==> config.mk <==
export PLATFORM = sky130hd
export DESIGN_NAME = pdm_dac
export DESIGN_NICKNAME = d
export VERILOG_FILES = /design/src/rtl/audio_pkg.sv /design/src/rtl/sample_fifo.sv /design/src/rtl/pdm_dac.sv
export SDC_FILE = /design/constraint.sdc
export NUM_CORES = 1
export LEC_CHECK = 0
export BUFFER_PORTS_ARGS = -buffer_cell sky130_fd_sc_hd__buf_2
export CAP_MARGIN = 20
export CORE_ASPECT_RATIO = 0.75
export CORE_MARGIN = 10
export CORE_UTILIZATION = 40
export DETAILED_ROUTE_END_ITERATION = 10
export PLACE_DENSITY = 0.6
export SYNTH_ARGS = -nofsm -noshare
export SYNTH_HDL_FRONTEND = slang
export SYNTH_SLANG_ARGS = --single-unit
==> constraint.sdc <==
create_clock -name clk -period 3.94 [get_ports clk]
set_clock_uncertainty 0.2 [all_clocks]
set_input_delay 0.394 -clock clk [delete_from_list [all_inputs] [get_ports clk]]
set_output_delay 0.394 -clock clk [all_outputs]
set_load 0.02 [all_outputs]
==> src/rtl/audio_pkg.sv <==
// Shared definitions for the audio output path: FSM states and width/value helpers.
package audio_pkg;

   typedef enum logic [1:0] {IDLE, PRIME, RUN} pdm_state_t;

   function automatic int midscale(input int bitdepth);
      return 1 << (bitdepth - 1);
   endfunction

   function automatic int level_width(input int depth);
      return $clog2(depth) + 1;
   endfunction

endpackage

==> src/rtl/sample_fifo.sv <==
// Single-clock sample FIFO; pointers carry an extra MSB so full and empty differ.
module sample_fifo
   import audio_pkg::*;
#(
   parameter int WIDTH = 12,
   parameter int DEPTH = 4
) (
   input  logic                          clk,
   input  logic                          rst,
   input  logic                          push,
   input  logic [WIDTH-1:0]              push_data,
   input  logic                          pop,
   output logic [WIDTH-1:0]              pop_data,
   output logic                          full,
   output logic                          empty,
   output logic [level_width(DEPTH)-1:0] level
);

   localparam int AW = $clog2(DEPTH);

   logic [WIDTH-1:0] r_mem [DEPTH];
   logic [AW:0]      r_wr_ptr;
   logic [AW:0]      r_rd_ptr;
   logic             w_do_push;
   logic             w_do_pop;

   assign empty = (r_wr_ptr == r_rd_ptr);
   assign full  = (r_wr_ptr[AW] != r_rd_ptr[AW]) && (r_wr_ptr[AW-1:0] == r_rd_ptr[AW-1:0]);
   assign level = r_wr_ptr - r_rd_ptr;

   // A push into a full FIFO is refused even when a pop happens on the same edge.
   assign w_do_push = push && !full && !rst;
   assign w_do_pop  = pop && !empty;
   assign pop_data  = r_mem[r_rd_ptr[AW-1:0]];

   always_ff @(posedge clk) begin
      if (rst) begin
         r_wr_ptr <= '0;
         r_rd_ptr <= '0;
      end else begin
         if (w_do_push) r_wr_ptr <= r_wr_ptr + 1'b1;
         if (w_do_pop)  r_rd_ptr <= r_rd_ptr + 1'b1;
      end
   end

   always_ff @(posedge clk) begin
      if (w_do_push) r_mem[r_wr_ptr[AW-1:0]] <= push_data;
   end

endmodule

==> src/rtl/pdm_dac.sv <==
// Audio output stage: buffers offset-binary samples and plays them at a fixed
// rate through a first-order sigma-delta modulator onto a 1-bit pin.
module pdm_dac
   import audio_pkg::*;
#(
   parameter int BITDEPTH   = 12,
   parameter int FIFO_DEPTH = 4,
   parameter int SAMPLE_DIV = 1000
) (
   input  logic                               clk,
   input  logic                               rst,
   input  logic [BITDEPTH-1:0]                sample_in,
   input  logic                               sample_valid,
   output logic                               sample_ready,
   input  logic                               enable,
   output logic                               pdm_out,
   output logic                               underrun,
   output logic [level_width(FIFO_DEPTH)-1:0] fifo_level
);

   localparam int LW = level_width(FIFO_DEPTH);
   localparam int CW = $clog2(SAMPLE_DIV);
   localparam logic [BITDEPTH-1:0] MID         = BITDEPTH'(midscale(BITDEPTH));
   localparam logic [LW-1:0]       PRIME_LEVEL = LW'(FIFO_DEPTH / 2);
   localparam logic [CW-1:0]       TICK_LAST   = CW'(SAMPLE_DIV - 1);

   pdm_state_t          r_state;
   logic [CW-1:0]       r_tick_cnt;
   logic [BITDEPTH-1:0] r_acc;
   logic [BITDEPTH-1:0] r_cur;
   logic                r_carry;
   logic                r_pdm;
   logic                r_underrun;

   logic                w_full;
   logic                w_empty;
   logic                w_tick;
   logic [BITDEPTH-1:0] w_head;
   logic [LW-1:0]       w_level;
   logic [BITDEPTH:0]   w_sum;

   assign w_tick       = enable && (r_state == RUN) && (r_tick_cnt == TICK_LAST);
   assign w_sum        = {1'b0, r_acc} + {1'b0, r_cur};
   assign sample_ready = !rst && !w_full;
   assign fifo_level   = w_level;
   assign pdm_out      = r_pdm;
   assign underrun     = r_underrun;

   sample_fifo #(
      .WIDTH (BITDEPTH),
      .DEPTH (FIFO_DEPTH)
   ) u_fifo (
      .clk       (clk),
      .rst       (rst),
      .push      (sample_valid),
      .push_data (sample_in),
      .pop       (w_tick),
      .pop_data  (w_head),
      .full      (w_full),
      .empty     (w_empty),
      .level     (w_level)
   );

   always_ff @(posedge clk) begin
      if (rst) begin
         r_state    <= IDLE;
         r_tick_cnt <= '0;
         r_acc      <= '0;
         r_cur      <= MID;
         r_carry    <= 1'b0;
         r_pdm      <= 1'b0;
         r_underrun <= 1'b0;
      end else begin
         r_underrun <= 1'b0;
         // Carry is staged once more so a new sample reaches the pin two edges after its pop.
         r_pdm      <= r_carry;
         if (!enable) begin
            r_state <= IDLE;
            r_acc   <= '0;
            r_cur   <= MID;
            r_carry <= 1'b0;
            r_pdm   <= 1'b0;
         end else begin
            case (r_state)
               IDLE: r_state <= PRIME;
               PRIME: begin
                  if (w_level >= PRIME_LEVEL) begin
                     r_state    <= RUN;
                     r_tick_cnt <= TICK_LAST;
                  end
               end
               RUN: begin
                  {r_carry, r_acc} <= w_sum;
                  if (r_tick_cnt == TICK_LAST) begin
                     r_tick_cnt <= '0;
                     if (!w_empty) r_cur      <= w_head;
                     else          r_underrun <= 1'b1;
                  end else begin
                     r_tick_cnt <= r_tick_cnt + 1'b1;
                  end
               end
               default: r_state <= IDLE;
            endcase
         end
      end
   end

endmodule

==> flow_summary.yaml, run 1 <==
sta:
  fmax_mhz: 349
  worstMarginPinSlew_ns: 0.821
  setup_tns_ns: 0
  whs_ns: 0.0803
  hold_violations: 0
  rsz0062_at_grt: "false"
  fin_crit_ns: 2.87
  finalSetupViolCount: 0
  finalCritPeriodShare_pct: 72.8
  maxSlewHeadroom_pct: 44.9
  slew_viol_final: 0
global_route:
  met1_usage_pct: 16.3
  grtUsageMet3_pct: 3.74
  grt_pass1_wl_um: 13900
  globalRouteMet2Util_pct: 15.6
  grt_max_degree: 23
  overflow: 0
  antenna_found_initial: 0
  grt_pass1_vias: 2707
  grt.total_usage_pct: 11.2
  grt_busiest_layer: "met1"
layout:
  seq_area_sq_mm: 0.00234
  num_antenna_cells: 0
  multi_input_area_sq_mm: 0.00179
  final_nets: 428
  final_util_pct: 46.1
  drive_above_1_share_pct: 14.7
  areaGrowthSynthToFinish_pct: 12.2
  layout_common_cells: "52 x nand2_1, 48 x edfxtp_1, 45 x dfxtp_1"
  layout_commonest_cell: "nand2_1"
  fillers: 969
  finalInstanceArea_sq_mm: 0.00477
synthesis:
  yosysUniqueCellTypes: 51
  synth-async-reset-ratio_pct: 0
  synthesis.area_sq_mm: 0.00425
  ys_seq_area_share_pct: 55.1
  synth_nets: 406
  ys_seq_elements: 93
  synth.avg_cell_area_sq_um: 11.5
  yosys_warnings: 0
  ys.flop_type: "edfxtp_1"
  synth-edff-count: 48
  postSynthCellCount: 368
run_status:
  status: "finished, final reports clean"
cts:
  post_cts_resized: 0
  clockBufferDepth: 2
  tritoncts: "built"
  cts_root_buf: "clkbuf_16"
  cts.htree.levels: 3
  post_cts_buffers: 0
  cts_num_sinks: 93
  numCtsBuffers: 9
  cts_hold_buf: 0
  cts.clk_slew.worst_paths_ns: 0.06
  clk_latency_ns: 0.34
setup_path:
  worstPathRequired_ns: 3.71
  startpoint_type: "register"
  worstSetupEndpointType: "register"
  crit_type: "reg2reg"
  cp_max_fo: 16
  cp.arrival_ns: 2.64
detailed_routing:
  drtIter0Drc: 268
  wl_per_cell_um: 15.5
  routed_wl_um: 8240
  first_pass_iters: 5
  avgViaCountPerCell: 5.19
  drc_errors: 0
  vias: 2755
  detail-route-antenna-nets: 0
pwr:
  peakVddDrop_mv: 0.314
  leakage_nw: 1.74
  power.density_mw_per_mm2: 414
die:
  die_w_um: 139
  num_rows: 32
  coreArea_sq_mm: 0.0103
  die_area_sq_mm: 0.0152
  ioPinCount: 22
  die_y_um: 109
  initial_utilization_pct: 41.1
placed_design:
  placement.io_buffers: 21
  place_area_sq_mm: 0.00447
  gp_congestion: 0.793
  place_hpwl_um: 6110
flow_run:
  drv_cap: 0
min_path:
  min_path_type: "in2reg"
==> cell usage after synthesis (2+ instances only) <==
cell      number  area (sq um)
a211oi_1       5          37.5
a21o_1         5          37.5
a21oi_1       31           155
a221oi_1       3          26.3
a311oi_1       2          17.5
a31oi_1        6          37.5
and2_1         8          50.1
and3_1         4          25.0
buf_2          2          10.0
buf_6          2          22.5
clkbuf_1       6          22.5
dfxtp_1       45           901
edfxtp_1      48          1440
fa_1           2          40.0
ha_1          20           250
inv_1         11          41.3
mux4_2        12           270
nand2_1       52           195
nand2b_1       3          18.8
nand3_1       10          50.1
nand3b_1       2          15.0
nand4_1        3          18.8
nor2_1        22          82.6
nor3_1        10          50.1
o211ai_1       4          30.0
o21ai_0       12          60.1
o21bai_1       2          15.0
o22ai_1        2          12.5
or3_1          2          12.5
xnor2_1        6          52.6
xor2_1         6          52.6
==> final cells by class <==
cell class                      instances  area share [%]
Inverter                               11           0.866
Sequential cell                        93            49.1
Clock buffer                            9            4.73
Clock inverter                          7            1.52
Multi-Input combinational cell        251            37.5
Timing Repair Buffer                   24            2.68
Tap cell                              136            3.57
==> report_power, final <==
group | switching [mW] | internal, mW
Combinational | 0.0470 | 0.0263
Sequential | 0.00861 | 1.04
Clock | 0.360 | 0.494
==> routing by layer <==
| metal | part of all wire (%) | vias to the layer above |
|---|---|---|
| met4 | 0.30 | 0 |
| met2 | 41 | 46 |
| met1 | 54 | 1299 |
| met5 | 0 | - |
| li1 | - | 1408 |
| met3 | 5.1 | 2 |
==> final timing paths <==
check | depth (start not counted) | start | slack (ns) | to
max | 5 | u_fifo.r_rd_ptr[1] | 1.07 | u_fifo.r_mem[0][1]
min | 1 | sample_in[5] | 0.08 | u_fifo.r_mem[1][5]
max reg2reg | 5 | u_fifo.r_rd_ptr[1] | 1.07 | u_fifo.r_mem[0][1]
min reg2reg | 1 | r_carry | 0.26 | pdm_out
==> registers in the layout (all words and copies together) (netlist names), 2 cells and up <==
name	count
u_fifo.r_mem	48
u_fifo.r_rd_ptr	3
r_tick_cnt	10
u_fifo.r_wr_ptr	3
r_state	2
r_acc	12
r_cur	12
==> kinds of logic (layout without fill, tap and decap cells) <==
family / count (synthesis) / count (layout) / synth area share [%]
buffers and inverters: 24 / 51 / 2.80
AO/OA/AOI/OAI: 81 / 81 / 12.0
XOR/XNOR: 13 / 13 / 3.03
adder cells (fa/ha/maj): 22 / 22 / 6.83
multiplexers: 13 / 13 / 6.63
AND/OR/NAND/NOR: 122 / 122 / 13.6
flip-flops: 93 / 93 / 55.1
==> per-stage QoR <==
stage	worst slack, ns	power (mW)	instances
2_1_floorplan	1.13	1.11	368
3_3_place_gp	1.09	1.14	515
3_5_place_dp	1.05	1.14	515
4_1_cts	1.04	1.99	531
5_1_grt	0.810	2.04	531
6_report	1.07	1.97	531
==> critical path, cell delays in order (launching register included) <==
cell	delay [ns]
dfxtp_1	0.32
buf_4	0.23
inv_1	0.07
ha_1	0.34
a311oi_1	0.74
and2_1	0.60
Note: power is estimated with default switching activity, not from simulation.
==> run 2: changes to the inputs <==
- clock period: 3.94 -> 2.9 ns (I/O delays scaled with it)
==> run 2 against run 1 <==
Compared with the run above:
- sequential share of layout area decreased by 1.7 points
- cell count grew 3.2%
- flip-flop and latch count unchanged
- highest routed layer unchanged
==> flow_summary.yaml, run 2 (synthesis gave the netlist of run 1 again) <==
setup_path:
  path_cells: "ha_1 -> fa_1 -> a21o_1 -> a221oi_1 -> a21oi_1 -> xnor2_1 -> a211oi_1"
  worstSetupEndpointType: "register"
  cp_slowest_cell: "a221oi_1"
  worstPathRequired_ns: 2.95
  crit_type: "reg2reg"
  path_delay_family: "compound AO/OA/AOI/OAI gates"
  r2r_start: "r_acc[0]"
  cp_max_fo: 4
  startpoint_type: "register"
  startpoint: "r_acc[0]"
  critPathBufInv: 0
  max_stage_delay_ns: 0.53
  cp.arrival_ns: 2.57
global_route:
  met1_usage_pct: 14.6
  globalRouteMet2Util_pct: 17.2
  grtUsageMet3_pct: 3.08
  grt_pass1_vias: 2830
  antenna_found_initial: 0
  grt_busiest_layer: "met2"
  grt_pass1_wl_um: 13800
  grt.total_usage_pct: 11.0
  grt_max_degree: 23
  overflow: 0
detailed_routing:
  avgViaCountPerCell: 5.20
  drtIter0Drc: 177
  first_pass_iters: 4
  detail-route-antenna-nets: 0
  routed_wl_um: 8180
  wl_per_cell_um: 14.9
  vias: 2852
  drc_errors: 0
pwr:
  power.density_mw_per_mm2: 555
  pwr-share-comb_pct: 4.2
  power_frac_clock_pct: 44.1
  seq_power_share_pct: 51.7
  p_total_mw: 2.74
  leakage_nw: 1.83
  p_int_mw: 2.16
  power_switching_uw: 581
  swShare_pct: 21.2
  peakVddDrop_mv: 0.417
cts:
  cts_num_sinks: 93
  cts.htree.levels: 3
  cts_root_buf: "clkbuf_16"
  cts_hold_buf: 12
  post_cts_buffers: 0
  tritoncts: "built"
  clk_latency_ns: 0.34
  post_cts_resized: 0
  numCtsBuffers: 9
  clockBufferDepth: 2
  cts.clk_slew.worst_paths_ns: 0.07
flow_run:
  drv_cap: 0
layout:
  layout_commonest_cell: "nand2_1"
  num_antenna_cells: 0
  drive_above_1_share_pct: 15.8
  final_nets: 445
  largest_reg_flops: 48
  areaGrowthSynthToFinish_pct: 16.3
  final_util_pct: 47.8
  layout_common_cells: "52 x nand2_1, 48 x edfxtp_1, 45 x dfxtp_1"
sta:
  fmax_mhz: 396
  worstMarginPinSlew_ns: 0.592
  maxSlewHeadroom_pct: 60.5
  setup_tns_ns: 0
  finalSetupViolCount: 0
  whs_ns: 0.117
  rsz0062_at_grt: "false"
  finalCritPeriodShare_pct: 87.0
  hold_violations: 0
  fin_crit_ns: 2.52
  slew_viol_final: 0
die:
  initial_utilization_pct: 41.1
  die_y_um: 109
  die_area_sq_mm: 0.0152
  coreArea_sq_mm: 0.0103
  ioPinCount: 22
  num_rows: 32
  die_w_um: 139
min_path:
  hp-start: "enable"
  min_path_type: "in2reg"
placed_design:
  placement.io_buffers: 21
  place_hpwl_um: 5680
  gp_congestion: 0.830
run_status:
  status: "finished, final reports clean"
-- run 2: changes by cell type in the layout (fill, tap and decap cells not counted) --
cell | previous run | this run
buf_4 | 3 | 8
clkbuf_8 | 0 | 1
clkinv_1 | 2 | 0
clkinv_4 | 2 | 1
clkinvlp_4 | 0 | 1
dlygate4sd3_1 | 0 | 12
inv_8 | 0 | 1
-- run 2: path summary, 6_finish.rpt --
check / to / slack [ns] / cells past startpoint
max reg2reg: r_acc[8] / 0.38 / 7
max: r_acc[8] / 0.38 / 7
min: u_fifo.r_rd_ptr[1] / 0.12 / 3
min reg2reg: pdm_out / 0.25 / 1
-- run 2: metal layers --
layer  vias to the layer above  part of all wire (%)
li1                       1428                     -
met1                      1351                    50
met2                        66                    44
met3                         7                   5.2
met4                         0                  0.71
met5                         -                     0
-- run 2: power groups by stage --
stage	combinational [mW]	sequential, mW	clock [mW]
after floorplan	0.0642	1.44	0
after global placement	0.101	1.45	0
after detailed placement	0.104	1.45	0
after CTS	0.116	1.42	1.24
after global routing	0.129	1.42	1.29
final	0.115	1.42	1.21
-- run 2: cell type report --
cell class / count / area, sq um
fillers: 937 / 5390
flip-flops and latches: 93 / 2340
multi-input cells: 251 / 1790
inverters: 11 / 41.3
clock inverters: 6 / 75.1
well taps: 136 / 170
repair buffers: 41 / 285
clock buffers: 10 / 239
-- run 2: through the flow --
stage	setup WS, ns	std cells	instance area, sq um
after floorplan	0.0899	368	4250
after global routing	0.0936	548	4940
after global placement	0.455	520	4510
after detailed placement	0.399	520	4510
after CTS	0.379	548	4940
final	0.377	548	4940
-- run 2: worst reg2reg max path: cells and delay by family (launching register included) --
family	cells	cell delay (ns)
AOI/OAI and AO/OA	4	1.14
xor gates and xnor gates	1	0.15
DFF	1	0.31
adders and majority gates	2	0.64
==> run 3: changes to the inputs <==
- ABC_AREA: not set -> 1
==> run 3 against run 2 <==
Compared with the run above:
- first-iteration DRC count up 40%
- flip-flop and latch count unchanged
- combinational power rose by 30%
- area after synthesis is 8.6% higher
- clock power decreased by 11%
- maximum frequency is 9.9% higher
- total power is 3.1% lower
- clock-buffer cell count down 1
- sequential power is essentially flat
- setup slack better by 0.23 ns
- critical path type is now reg2out
==> flow_summary.yaml, run 3 <==
run_status:
  status: "finished, final reports clean"
cts:
  tritoncts: "built"
  cts.htree.levels: 3
  cts_root_buf: "clkbuf_16"
  post_cts_resized: 0
  clk_latency_ns: 0.34
  cts_num_sinks: 93
  numCtsBuffers: 9
  clockBufferDepth: 2
  cts.clk_slew.worst_paths_ns: 0.07
die:
  die_area_sq_mm: 0.0163
  initial_utilization_pct: 41.5
  num_rows: 33
  die_y_um: 113
  die_w_um: 144
  coreArea_sq_mm: 0.0111
  ioPinCount: 22
detailed_routing:
  drc_errors: 0
  first_pass_iters: 5
  detail-route-antenna-nets: 0
  drtIter0Drc: 247
  vias: 3595
  wl_per_cell_um: 13.2
  avgViaCountPerCell: 4.94
  routed_wl_um: 9610
placed_design:
  placement.io_buffers: 21
  pre_cts_slack_ns: 0.842
  gp_congestion: 0.832
  place_hpwl_um: 6800
  placed_cells: 699
sta:
  whs_ns: 0.0368
  setup_tns_ns: 0
  maxSlewHeadroom_pct: 53.1
  fin_crit_ns: 2.30
  hold_violations: 0
  finalWorstSetupSlack_ns: 0.604
  rsz0062_at_grt: "false"
  finalSetupViolCount: 0
  slew_viol_final: 0
  worstMarginPinSlew_ns: 0.702
  finalCritPeriodShare_pct: 79.2
  fmax_mhz: 435
pwr:
  leakage_nw: 2.29
  pwr-share-comb_pct: 5.6
  power.density_mw_per_mm2: 505
  power_switching_uw: 609
  power_frac_clock_pct: 40.7
  swShare_pct: 22.9
  peakVddDrop_mv: 0.284
  seq_power_share_pct: 53.7
  p_int_mw: 2.05
synthesis:
  ys.flop_type: "edfxtp_1"
  synth-edff-count: 48
  synth_top_area_share_pct: 31.2
  ys_top_cells_by_count: "96 x nand2_1, 89 x nor2_1, 69 x inv_1, 48 x edfxtp_1, 45 x dfxtp_1"
  synth_nets: 584
  synth_area_leaders: "edfxtp_1 31%, dfxtp_1 20%, nand2_1 7.8%"
  synth_area_leader_cell: "edfxtp_1"
  synthesis.area_sq_mm: 0.00461
  ys_seq_area_share_pct: 50.8
  synth_most_common_cell: "nand2_1"
  yosys_warnings: 0
  yosysUniqueCellTypes: 37
  postSynthCellCount: 546
  synth.avg_cell_area_sq_um: 8.45
  synth-async-reset-ratio_pct: 0
  ys_seq_elements: 93
layout:
  areaGrowthSynthToFinish_pct: 14.1
  final_util_pct: 47.4
  final_nets: 620
  num_antenna_cells: 0
  drive_above_1_share_pct: 10.6
  layout_commonest_cell: "nand2_1"
  final_cell_count_no_fill: 727
  layout_common_cells: "96 x nand2_1, 89 x nor2_1, 69 x inv_1"
  fillers: 1056
  largest_reg_flops: 48
setup_path:
  critPathBufInv: 4
  cp_max_fo: 5
  cp_common_cell: "inv_1"
  path_delay_family: "adder cells"
  cp.arrival_ns: 1.81
  worstSetupEndpointType: "output pin"
  cp.depth: 8
  path_cells: "inv_1 -> ha_1 -> fa_1 -> inv_1 -> nand3_1 -> nand2_1 -> inv_1 -> buf_2"
  worstPathRequired_ns: 2.41
  worstRegToRegCells: 11
  max_stage_delay_ns: 0.38
  crit_type: "reg2out"
  startpoint_type: "register"
  cp_slowest_cell: "fa_1"
min_path:
  holdPathStages: 2
  min_path_type: "in2reg"
global_route:
  grt_max_degree: 28
  antenna_found_initial: 0
  grt.total_usage_pct: 12.4
  overflow: 0
  grt_pass1_vias: 3409
  grt_pass1_wl_um: 16200
flow_run:
  drv_cap: 0
[run 3: changes by cell type in the layout (fill, tap and decap cells not counted), sizes merged, moves of 6 or more]
| cell | change |
|---|---|
| nor2 | +74 |
| inv | +59 |
| nand2 | +47 |
| o21ai | +38 |
| nand3 | +26 |
| mux4 | -12 |
| o22ai | +9 |
| a21oi | -8 |
| and2 | -8 |
| nand4 | +8 |
| nor3 | -8 |
| a211oi | -6 |
[run 3: kinds of logic (layout without fill, tap and decap cells)]
logic type               Yosys count  in the layout  share of synthesized area [%]
AO/OA/AOI/OAI                     90             90                           10.3
XOR/XNOR                           5              5                          0.949
adder cells (fa/ha/maj)           22             22                           6.29
buffers and inverters             86            127                           7.43
flip-flops                        93             93                           50.8
AND/OR/NAND/NOR                  250            250                           24.2
[run 3: power by group through the flow]
stage | registers, mW | clock network, mW | logic (mW)
6_report | 1.43 | 1.08 | 0.149
3_3_place_gp | 1.45 | 0 | 0.134
2_1_floorplan | 1.45 | 0 | 0.0922
3_5_place_dp | 1.46 | 0 | 0.138
5_1_grt | 1.43 | 1.17 | 0.167
4_1_cts | 1.43 | 1.11 | 0.151
[run 3: layer usage]
layer	vias up	share of wire (%)	track usage [%]	routed length [um]
li1	1881	-	-	-
met1	1651	50	16.4	4790
met2	54	45	19.0	4290
met3	9	4.5	3.93	433
met4	0	0.98	3.53	94
met5	-	0	0	0
[run 3: final timing paths]
check / from / to / slack (ns)
max: u_fifo.r_wr_ptr[0] / fifo_level[2] / 0.60
min: rst / r_tick_cnt[4] / 0.04
max reg2reg: u_fifo.r_wr_ptr[0] / r_tick_cnt[9] / 0.84
min reg2reg: r_carry / pdm_out / 0.23
[run 3: area by class of cell]
cell class / count / area (sq um) / area share [%]
timing repair buffer: 40 / 278 / 5.28
clock inverter: 7 / 48.8 / 0.927
clock buffer: 9 / 225 / 4.28
sequential: 93 / 2340 / 44.5
tap: 140 / 175 / 3.33
multi-input combinational: 367 / 1930 / 36.6
inverter: 71 / 267 / 5.06
[run 3: worst reg2reg max path: stages, from the launching register on]
cell,delay [ns]
dfxtp_1,0.36
inv_1,0.11
ha_1,0.21
fa_1,0.38
inv_1,0.06
nand3_1,0.07
nand2_1,0.10
nand3_2,0.18
nand3_2,0.16
nand2_1,0.06
nand2_1,0.05
nor2_1,0.04
[run 3: metrics by stage]
stage          power [mW]  instance area (sq um)
2_1_floorplan        1.54                   4610
3_3_place_gp         1.59                   4870
3_5_place_dp         1.59                   4870
4_1_cts              2.69                   5260
5_1_grt              2.76                   5260
6_report             2.66                   5260
[run 3: timing repair]
item,CTS,global route
endpoints found under the hold margin,48,0
hold buffers,12,0
setup buffers,0,0
